### config.mk
export PLATFORM = sky130hd
export DESIGN_NAME = led_pulser_flat
export DESIGN_NICKNAME = d
export VERILOG_FILES = /design/src/rtl/led_pulser_pkg.sv /design/src/rtl/led_pulser_if.sv /design/src/rtl/led_pulser_tick_gen.sv /design/src/rtl/led_pulser.sv /design/src/flat_wrapper.sv
export SDC_FILE = /design/constraint.sdc
export NUM_CORES = 1
export LEC_CHECK = 0
export CORE_ASPECT_RATIO = 0.8
export CORE_MARGIN = 1.5
export CORE_UTILIZATION = 47
export DETAILED_ROUTE_END_ITERATION = 10
export HOLD_SLACK_MARGIN = 0.12
export PLACE_DENSITY = 0.67
export SYNTH_ARGS = -nofsm -noshare
export SYNTH_HDL_FRONTEND = slang
export SYNTH_SLANG_ARGS = --single-unit
### constraint.sdc
create_clock -name clk -period 3.95 [get_ports clk]
set_input_delay 0.79 -clock clk [delete_from_list [all_inputs] [get_ports clk]]
set_output_delay 0.79 -clock clk [all_outputs]
set_load 0.01 [all_outputs]
### src/rtl/led_pulser_pkg.sv
// Shared types and elaboration helpers for the LED/buzzer pulse stretcher.
package led_pulser_pkg;

  typedef enum logic {
    StIdle = 1'b0,
    StOn   = 1'b1
  } state_e;

  function automatic int unsigned calc_div(input int unsigned clk_hz,
                                           input int unsigned tick_hz);
    return clk_hz / tick_hz;
  endfunction

  // Bits needed to hold values 0..max_val, never less than one.
  function automatic int unsigned cnt_width(input int unsigned max_val);
    return (max_val < 1) ? 1 : $clog2(max_val + 1);
  endfunction

endpackage

### src/rtl/led_pulser_if.sv
// Event inputs from the game FSM and pin drives of the pulse stretcher.
interface led_pulser_if #(
  parameter int unsigned CHANNELS = 5
) ();

  logic [CHANNELS-1:0] trig;
  logic                cancel;
  logic [CHANNELS-1:0] led;
  logic [CHANNELS-1:0] busy;

  modport master (
    output trig,
    output cancel,
    input  led,
    input  busy
  );

  modport slave (
    input  trig,
    input  cancel,
    output led,
    output busy
  );

endinterface

### src/rtl/led_pulser_tick_gen.sv
// Free-running prescaler: one-cycle tick every DIV clocks, at count DIV-1.
module tick_gen
  import led_pulser_pkg::*;
#(
  parameter int unsigned DIV = 2
) (
  input  logic clk,
  input  logic reset_n,
  output logic tick
);

  localparam int unsigned CntW = cnt_width(DIV - 1);

  logic [CntW-1:0] cnt_q, cnt_d;

  always_comb begin
    cnt_d = cnt_q + 1'b1;
    if (cnt_q == CntW'(DIV - 1)) begin
      cnt_d = '0;
    end
  end

  always_ff @(posedge clk or negedge reset_n) begin
    if (!reset_n) begin
      cnt_q <= '0;
    end else begin
      cnt_q <= cnt_d;
    end
  end

  assign tick = (cnt_q == CntW'(DIV - 1));

endmodule

### src/rtl/led_pulser.sv
// Per-channel pulse stretcher for LEDs/buzzer; hold time counted in slow ticks.
// Optional blinking while on is enabled by defining LED_PULSER_BLINK_EN.
module led_pulser
  import led_pulser_pkg::*;
#(
  parameter int unsigned CHANNELS    = 5,
  parameter int unsigned CLK_HZ      = 100_000_000,
  parameter int unsigned TICK_HZ     = 1000,
  parameter int unsigned HOLD_TICKS  = 250,
  parameter int unsigned BLINK_TICKS = 50
) (
  input logic         clk,
  input logic         reset_n,
  led_pulser_if.slave pins
);

  localparam int unsigned Div   = calc_div(CLK_HZ, TICK_HZ);
  localparam int unsigned HoldW = cnt_width(HOLD_TICKS);

  if (Div < 2 || HOLD_TICKS < 1 || BLINK_TICKS < 1) begin : g_bad_params
    $error("led_pulser: illegal parameter combination");
  end

  logic                tick;
  logic [CHANNELS-1:0] led_vec;
  logic [CHANNELS-1:0] busy_vec;

  tick_gen #(
    .DIV (Div)
  ) u_tick_gen (
    .clk     (clk),
    .reset_n (reset_n),
    .tick    (tick)
  );

  for (genvar i = 0; i < CHANNELS; i++) begin : g_ch
    state_e           state_q;
    logic [HoldW-1:0] hold_q;
    logic             led_q;
    logic             busy_q;
`ifdef LED_PULSER_BLINK_EN
    localparam int unsigned BlinkW = cnt_width(BLINK_TICKS);
    logic [BlinkW-1:0] blink_q;
    logic              phase_q;
`endif

    // Priority: cancel, then trig (reload), then tick countdown.
    always_ff @(posedge clk or negedge reset_n) begin
      if (!reset_n) begin
        state_q <= StIdle;
        hold_q  <= '0;
        led_q   <= 1'b0;
        busy_q  <= 1'b0;
`ifdef LED_PULSER_BLINK_EN
        blink_q <= '0;
        phase_q <= 1'b0;
`endif
      end else if (pins.cancel) begin
        state_q <= StIdle;
        hold_q  <= '0;
        led_q   <= 1'b0;
        busy_q  <= 1'b0;
`ifdef LED_PULSER_BLINK_EN
        blink_q <= '0;
        phase_q <= 1'b0;
`endif
      end else if (pins.trig[i]) begin
        state_q <= StOn;
        hold_q  <= HoldW'(HOLD_TICKS);
        led_q   <= 1'b1;
        busy_q  <= 1'b1;
`ifdef LED_PULSER_BLINK_EN
        blink_q <= BlinkW'(BLINK_TICKS);
        phase_q <= 1'b1;
`endif
      end else if (state_q == StOn && tick) begin
        if (hold_q == HoldW'(1)) begin
          state_q <= StIdle;
          hold_q  <= '0;
          led_q   <= 1'b0;
          busy_q  <= 1'b0;
        end else begin
          hold_q <= hold_q - 1'b1;
`ifdef LED_PULSER_BLINK_EN
          // The first (partial) tick after a load only arms the blink counter.
          if (blink_q == '0) begin
            blink_q <= BlinkW'(BLINK_TICKS - 1);
            phase_q <= ~phase_q;
            led_q   <= ~phase_q;
          end else begin
            blink_q <= blink_q - 1'b1;
          end
`endif
        end
      end
    end

    assign led_vec[i]  = led_q;
    assign busy_vec[i] = busy_q;
  end

  assign pins.led  = led_vec;
  assign pins.busy = busy_vec;

endmodule

### src/flat_wrapper.sv
// flat-port wrapper written by rule: the top's interface ports become plain ports
module led_pulser_flat import led_pulser_pkg::*;
#(
  parameter int unsigned CHANNELS    = 5,
  parameter int unsigned CLK_HZ      = 100_000_000,
  parameter int unsigned TICK_HZ     = 1000,
  parameter int unsigned HOLD_TICKS  = 250,
  parameter int unsigned BLINK_TICKS = 50
)
  (clk, reset_n, pins_trig, pins_cancel, pins_led, pins_busy);
  led_pulser_if #(.CHANNELS(CHANNELS)) pins_i ();
  input logic clk;
  input logic reset_n;
  input wire logic [$bits(pins_i.trig)-1:0] pins_trig;
  input wire logic [$bits(pins_i.cancel)-1:0] pins_cancel;
  output wire logic [$bits(pins_i.led)-1:0] pins_led;
  output wire logic [$bits(pins_i.busy)-1:0] pins_busy;
  assign pins_i.trig = pins_trig;
  assign pins_i.cancel = pins_cancel;
  assign pins_led = pins_i.led;
  assign pins_busy = pins_i.busy;
  led_pulser #(.CHANNELS(CHANNELS), .CLK_HZ(CLK_HZ), .TICK_HZ(TICK_HZ), .HOLD_TICKS(HOLD_TICKS), .BLINK_TICKS(BLINK_TICKS)) u_core (.clk(clk), .reset_n(reset_n), .pins(pins_i));
endmodule
# After elaboration in Yosys (flattened, before gate mapping)
# Index checks and enable logic that the tools add are counted.
# Widths: inputs -> output; s select.
# classes
div	0
shifts	0
n_mux	41
reduce_logical	20
n_eq_ne	6
addsub	6
n_lt_le_gt_ge	0
n_mul	0
bitwise_logic	0
# ops
op	n
$mux 8	20
$eq 8x1->1 const B	5
$sub 8x1->8 const B	5
$reduce_bool 3->1	10
$mux 1	20
$add 17x1->17 const B	1
$eq 17x17->1 const B	1
$mux 17	1
$reduce_and 2->1	5
$logic_and 1x1->1	5
# word_totals
latchBits	0
word_cells	84
memories	0
inputBits	8
out_inout_bits	10
reg_bits	62
mem_bits_rw	0
rom_bits	0

# Logic depth before layout (Yosys ltp)
# logic_depth
ltp_word	5
mapped_depth	7

# Hierarchy
# From an unflattened synthesis, not the netlist that was laid out.
# hier_totals
cells_unflattened	369
area_unflattened_um2	3484.6
# by_module_without_submodules
mod	cells_each	area_per_inst_um2	n_inst	seq_area_each_um2
led_pulser	295	2691.3	1	1126.1
tick_gen	74	793.3	1	425.4

# Worst setup path after synthesis
# OpenSTA, ideal clock, no wires.
# synth_path
path_kind	register to register
start	register u_core.u_tick_gen.cnt_q[14]
end	register u_core.g_ch[4].hold_q[6]
path_buffers	1
setup_time_ns	0.082
setup_slack_ns	1.643
path_stages_with_launch	6
period_less_slack_ns	2.307
t_required_ns	3.868
arrival_ns	2.225
path_cell_list	dfrtp_1 -> or4_4 -> or4_1 -> buf_2 -> or4_1 -> a31oi_1
# synth_between
elab_chain_cells	3
# synth_rtl
item	line	source
from (decl)	led_pulser_tick_gen.sv:14	logic [CntW-1:0] cnt_q, cnt_d;
from (signal assigned)	led_pulser_tick_gen.sv:27	cnt_q <= cnt_d;
$eq 17x17->1	led_pulser_tick_gen.sv:31	assign tick = (cnt_q == CntW'(DIV - 1));
$logic_and 1x1->1	led_pulser.sv:76	end else if (state_q == StOn && tick) begin
$reduce_bool 3->1 (no source line)	--	
to (signal assigned)	led_pulser.sv:69	hold_q <= HoldW'(HOLD_TICKS);
to (signal assigned)	led_pulser.sv:83	hold_q <= hold_q - 1'b1;
to (decl)	led_pulser.sv:38	logic [HoldW-1:0] hold_q;
# No other way between the ends.
# A chain may end at the register's enable or synchronous reset.

# Final worst setup path
# layout_path
start	register u_core.u_tick_gen.cnt_q[0]
end	register u_core.g_ch[3].hold_q[2]
# layout_between
elab_chain_cells	3
# layout_rtl
item	line
$eq 17x17->1	led_pulser_tick_gen.sv:31
$logic_and 1x1->1	led_pulser.sv:76
$reduce_bool 3->1 (no source line)	--
to (signal assigned)	led_pulser.sv:69
to (signal assigned)	led_pulser.sv:83
to (decl)	led_pulser.sv:38
# No other way between the ends.

==> report_table.html <==
<table>
<tr><th>Metric</th><th>Value</th></tr>
<tr><th colspan="2">Run status</th></tr>
<tr><td>Outcome</td><td>completed</td></tr>
<tr><th colspan="2">Setup path</th></tr>
<tr><td>Worst reg2reg path startpoint</td><td>u_core.u_tick_gen.cnt_q[0]</td></tr>
<tr><td>Max stage delay cell, worst path</td><td>sky130_fd_sc_hd__or4b_2</td></tr>
<tr><td>Cell-by-cell trace of the critical path</td><td>ha_1, and4_1, nand4_1, or4b_2, a211oi_1</td></tr>
<tr><td>Flop2flop setup slack</td><td>1.34 ns</td></tr>
<tr><td>Startpoint type of the worst setup path</td><td>register</td></tr>
<tr><td>Critical path class</td><td>reg2reg</td></tr>
<tr><td>Crit path DAT</td><td>2.85 ns</td></tr>
<tr><td>Maximum fanout along the worst path</td><td>13</td></tr>
<tr><td>Critical path endpoint category</td><td>register</td></tr>
<tr><td>Endpoint of the worst-slack reg-to-reg timing path</td><td>u_core.g_ch[3].hold_q[2]</td></tr>
<tr><td>Required time reported for the critical path endpoint</td><td>4.19 ns</td></tr>
<tr><td>Largest delay share family, worst path</td><td>simple AND/OR/NAND/NOR gates</td></tr>
<tr><td>Register-to-Register Path Depth</td><td>5</td></tr>
<tr><td>Delay of the slowest cell on the worst path</td><td>0.81 ns</td></tr>
<tr><td>Buffer and inverter count on the worst path</td><td>0</td></tr>
<tr><th colspan="2">Logic synthesis</th></tr>
<tr><td>Number of instances in the synthesized netlist</td><td>409</td></tr>
<tr><td>Synth async-reset ratio</td><td>100.0%</td></tr>
<tr><td>Count of different cell masters after synthesis</td><td>50</td></tr>
<tr><td>Mapped Nets</td><td>428</td></tr>
<tr><td>Yosys reg bits</td><td>62</td></tr>
<tr><td>Post-Syn Area</td><td>3692 sq um</td></tr>
<tr><td>Sequential share of the synthesized area</td><td>42.02%</td></tr>
<tr><td>Primary FF master, synth</td><td>sky130_fd_sc_hd__dfrtp_1</td></tr>
<tr><td>Total of warnings raised by yosys</td><td>0</td></tr>
<tr><td>Mapped Avg Cell Area</td><td>9.028 sq um</td></tr>
<tr><td>Post-synth EDFFs</td><td>0</td></tr>
<tr><th colspan="2">Global route</th></tr>
<tr><td>Number of global-route vias before repair</td><td>3029</td></tr>
<tr><td>Initial antenna violation count</td><td>0</td></tr>
<tr><td>Gr ovfl total</td><td>0</td></tr>
<tr><td>Overall global routing resource usage</td><td>22.50%</td></tr>
<tr><td>Largest net degree at the start of global routing</td><td>35</td></tr>
<tr><td>Wire length of the first global-routing pass</td><td>14650 um</td></tr>
<tr><th colspan="2">Die</th></tr>
<tr><td>Die outline height</td><td>82.28 um</td></tr>
<tr><td>Width of the die</td><td>102.1 um</td></tr>
<tr><td>Std-Cell Core Area</td><td>7497 sq um</td></tr>
<tr><td>Number of placed I/O pins</td><td>18</td></tr>
<tr><td>Row count</td><td>28</td></tr>
<tr><td>Effective utilization at floorplan</td><td>49.25%</td></tr>
<tr><td>Die area</td><td>8400 sq um</td></tr>
<tr><th colspan="2">Layout</th></tr>
<tr><td>Area growth from synthesis to layout</td><td>12.20%</td></tr>
<tr><td>Number of inserted diodes</td><td>0</td></tr>
<tr><td>Most common cell after layout, fill and taps aside</td><td>sky130_fd_sc_hd__dfrtp_1</td></tr>
<tr><td>Count of fill cells added during filler insertion</td><td>705</td></tr>
<tr><td>Most used cells in the layout excluding fill and tap cells</td><td>sky130_fd_sc_hd__dfrtp_1 (62), sky130_fd_sc_hd__inv_1 (29), sky130_fd_sc_hd__nor2_1 (26)</td></tr>
<tr><td>Layout net count</td><td>433</td></tr>
<tr><td>Fraction of final layout cells sized beyond drive strength 1</td><td>7.160%</td></tr>
<tr><th colspan="2">Place</th></tr>
<tr><td>Worst slack at placement</td><td>1.356 ns</td></tr>
<tr><td>Final weighted congestion in routability-driven placement</td><td>0.7969</td></tr>
<tr><td>Detailed placement HPWL</td><td>5805 um</td></tr>
<tr><td>Number of buffers inserted by port buffering</td><td>17</td></tr>
<tr><th colspan="2">Drt</th></tr>
<tr><td>Number of remaining DRC errors</td><td>0</td></tr>
<tr><td>Mean routed wirelength per cell</td><td>16.44 um</td></tr>
<tr><td>DRC marker count from the first detailed-route iteration</td><td>179</td></tr>
<tr><td>Vias/cell</td><td>6.162</td></tr>
<tr><td>Wirelength, routed</td><td>8612 um</td></tr>
<tr><td>First-pass iteration count of the detailed router</td><td>4</td></tr>
<tr><td>Number of antenna-violating nets in the routed design</td><td>0</td></tr>
<tr><td>Number of vias in the routed layout</td><td>3229</td></tr>
<tr><th colspan="2">Clocking</th></tr>
<tr><td>Number of gates resized after cts</td><td>0</td></tr>
<tr><td>Number of hold buffers added after CTS</td><td>0</td></tr>
<tr><td>Number of buffers inserted by post-CTS setup repair</td><td>0</td></tr>
<tr><td># clock sinks</td><td>62</td></tr>
<tr><td>Worst-path clk slew</td><td>0.06 ns</td></tr>
<tr><td>CTS Buf Count</td><td>9</td></tr>
<tr><td>Worst-skew pair later-pin latency</td><td>0.34 ns</td></tr>
<tr><td>Count of H-tree levels built during CTS</td><td>3</td></tr>
<tr><td>Maximum count of clock buffers along a single path</td><td>2</td></tr>
<tr><td>TritonCTS clock tree</td><td>built</td></tr>
<tr><td>Clock root cell</td><td>sky130_fd_sc_hd__clkbuf_8</td></tr>
<tr><th colspan="2">Hold path</th></tr>
<tr><td>Hold depth</td><td>1</td></tr>
<tr><td>Worst hold start</td><td>u_core.u_tick_gen.cnt_q[0]</td></tr>
<tr><td>Worst Hold End</td><td>u_core.u_tick_gen.cnt_q[0]</td></tr>
<tr><td>Path class of the lowest-slack min-delay path</td><td>reg2reg</td></tr>
<tr><th colspan="2">STA</th></tr>
<tr><td>Unrepaired setup endpoints after global routing</td><td>false</td></tr>
<tr><td>Worst clock skew on the final layout</td><td>0.01015 ns</td></tr>
<tr><td>Final setup margin</td><td>1.341 ns</td></tr>
<tr><td>Hold violation count in the final report</td><td>0</td></tr>
<tr><td>Setup TNS Final</td><td>0 ns</td></tr>
<tr><td>FMAX</td><td>383.3 MHz</td></tr>
<tr><td>Post-layout minimum cycle time</td><td>2.609 ns</td></tr>
<tr><td>Relative slew slack</td><td>47.75%</td></tr>
<tr><td>Part of the cycle the worst path needs</td><td>66.06%</td></tr>
<tr><td>Total setup violations reported at the end of the flow</td><td>0</td></tr>
<tr><td>Number of pins exceeding their max-slew limit in the final report</td><td>0</td></tr>
<tr><td>Tightest Pin Transition</td><td>0.7813 ns</td></tr>
<tr><th colspan="2">Job</th></tr>
<tr><td>Max capacitance violation total</td><td>0</td></tr>
<tr><th colspan="2">Power</th></tr>
<tr><td>Power share of the sequential group</td><td>46.3%</td></tr>
<tr><td>Sw frac</td><td>24.57%</td></tr>
<tr><td>Clock share of power</td><td>43.4%</td></tr>
<tr><td>Static leakage power</td><td>1.646 nW</td></tr>
<tr><td>Int Pwr</td><td>0.001135 W</td></tr>
<tr><td>Worst voltage drop across the vdd grid</td><td>0.2222 mV</td></tr>
<tr><td>Reported net switching power</td><td>0.0003697 W</td></tr>
<tr><td>Proportion of power drawn by combinational gates</td><td>10.3%</td></tr>
<tr><td>Overall power after layout</td><td>0.001505 W</td></tr>
<tr><td>PD cells</td><td>363.2 nW/um^2</td></tr>
</table>
-- metal layers --
| layer | vias up | wire, um | track usage, % |
|---|---|---|---|
| met5 | - | 0 | 0 |
| met4 | 0 | 119 | 7.945 |
| met3 | 18 | 449 | 5.640 |
| met2 | 87 | 3885 | 34.77 |
| met1 | 1581 | 4158 | 30.81 |
| li1 | 1543 | - | - |
-- power by group through the flow --
stage               registers (W)  clock network, W  logic, W
floorplan                0.000693                 0  0.000114
global placement         0.000707                 0  0.000152
detailed placement       0.000708                 0  0.000154
CTS                      0.000696          0.000668  0.000155
global route             0.000701          0.000698  0.000176
finish                   0.000697          0.000653  0.000154
-- layout make-up --
type	count	area, sq um	area share [%]
sequential	62	1551	37.45
tap	105	131.4	3.171
multi-input combinational	288	1887	45.55
clock buffer	13	168.9	4.077
inverter	29	108.9	2.628
timing repair buffer	24	230.2	5.557
clock inverter	3	65.06	1.571
-- Yosys cell counts (7+ instances only) --
| cell | count | area [sq um] |
|---|---|---|
| sky130_fd_sc_hd__a211oi_1 | 13 | 97.59 |
| sky130_fd_sc_hd__a21oi_1 | 21 | 105.1 |
| sky130_fd_sc_hd__a31oi_1 | 17 | 106.4 |
| sky130_fd_sc_hd__buf_4 | 10 | 75.07 |
| sky130_fd_sc_hd__clkbuf_1 | 19 | 71.32 |
| sky130_fd_sc_hd__dfrtp_1 | 62 | 1551 |
| sky130_fd_sc_hd__ha_1 | 11 | 137.6 |
| sky130_fd_sc_hd__inv_1 | 29 | 108.9 |
| sky130_fd_sc_hd__nand2_1 | 21 | 78.83 |
| sky130_fd_sc_hd__nand3_1 | 12 | 60.06 |
| sky130_fd_sc_hd__nand4_1 | 24 | 150.1 |
| sky130_fd_sc_hd__nor2_1 | 26 | 97.59 |
| sky130_fd_sc_hd__nor3_1 | 11 | 55.05 |
| sky130_fd_sc_hd__nor4_1 | 13 | 81.33 |
| sky130_fd_sc_hd__nor4b_1 | 7 | 61.31 |
| sky130_fd_sc_hd__o21ai_0 | 19 | 95.09 |
| sky130_fd_sc_hd__xnor2_1 | 8 | 70.07 |
-- worst max-delay path by stage --
stage / start / end / slack (ns) / cells after the start
6_report: u_core.u_tick_gen.cnt_q[0] / u_core.g_ch[3].hold_q[2] / 1.34 / 5
5_1_grt: u_core.u_tick_gen.cnt_q[0] / u_core.g_ch[0].hold_q[2] / 1.18 / 5
4_1_cts: u_core.u_tick_gen.cnt_q[0] / u_core.g_ch[3].hold_q[2] / 1.35 / 5
3_5_place_dp: pins_cancel / u_core.g_ch[1].hold_q[2] / 1.36 / 5
3_3_place_gp: pins_cancel / u_core.g_ch[1].hold_q[2] / 1.37 / 5
2_1_floorplan: u_core.u_tick_gen.cnt_q[14] / u_core.g_ch[4].hold_q[6] / 1.64 / 5
-- state kept, by name (all words and copies together) (netlist names) --
register                 cells
u_core.u_tick_gen.cnt_q     17
u_core.g_ch.led_q            1
u_core.g_ch.hold_q          40
u_core.g_ch.busy_q           1
u_core.g_ch.state_q          3
-- kinds of logic after synthesis --
group           synth area share, %
buf+inv                       7.048
simple gates                  25.31
mux                          0.5422
flops                         42.02
compound gates                18.50
fa+ha+maj                     3.727
xor+xnor                      2.846
-- per-stage QoR --
stage	instances	hold WS, ns	utilization [%]	cell area (sq um)
6_report	524	0.4838	55.26	4143
5_1_grt	524	0.5136	55.26	4143
4_1_cts	524	0.4851	55.26	4143
3_5_place_dp	508	0.4761	52.14	3909
3_3_place_gp	508	0.4677	52.14	3909
2_1_floorplan	409	0.4530	-	3692
No activity file was read; power rests on OpenSTA's default activity.
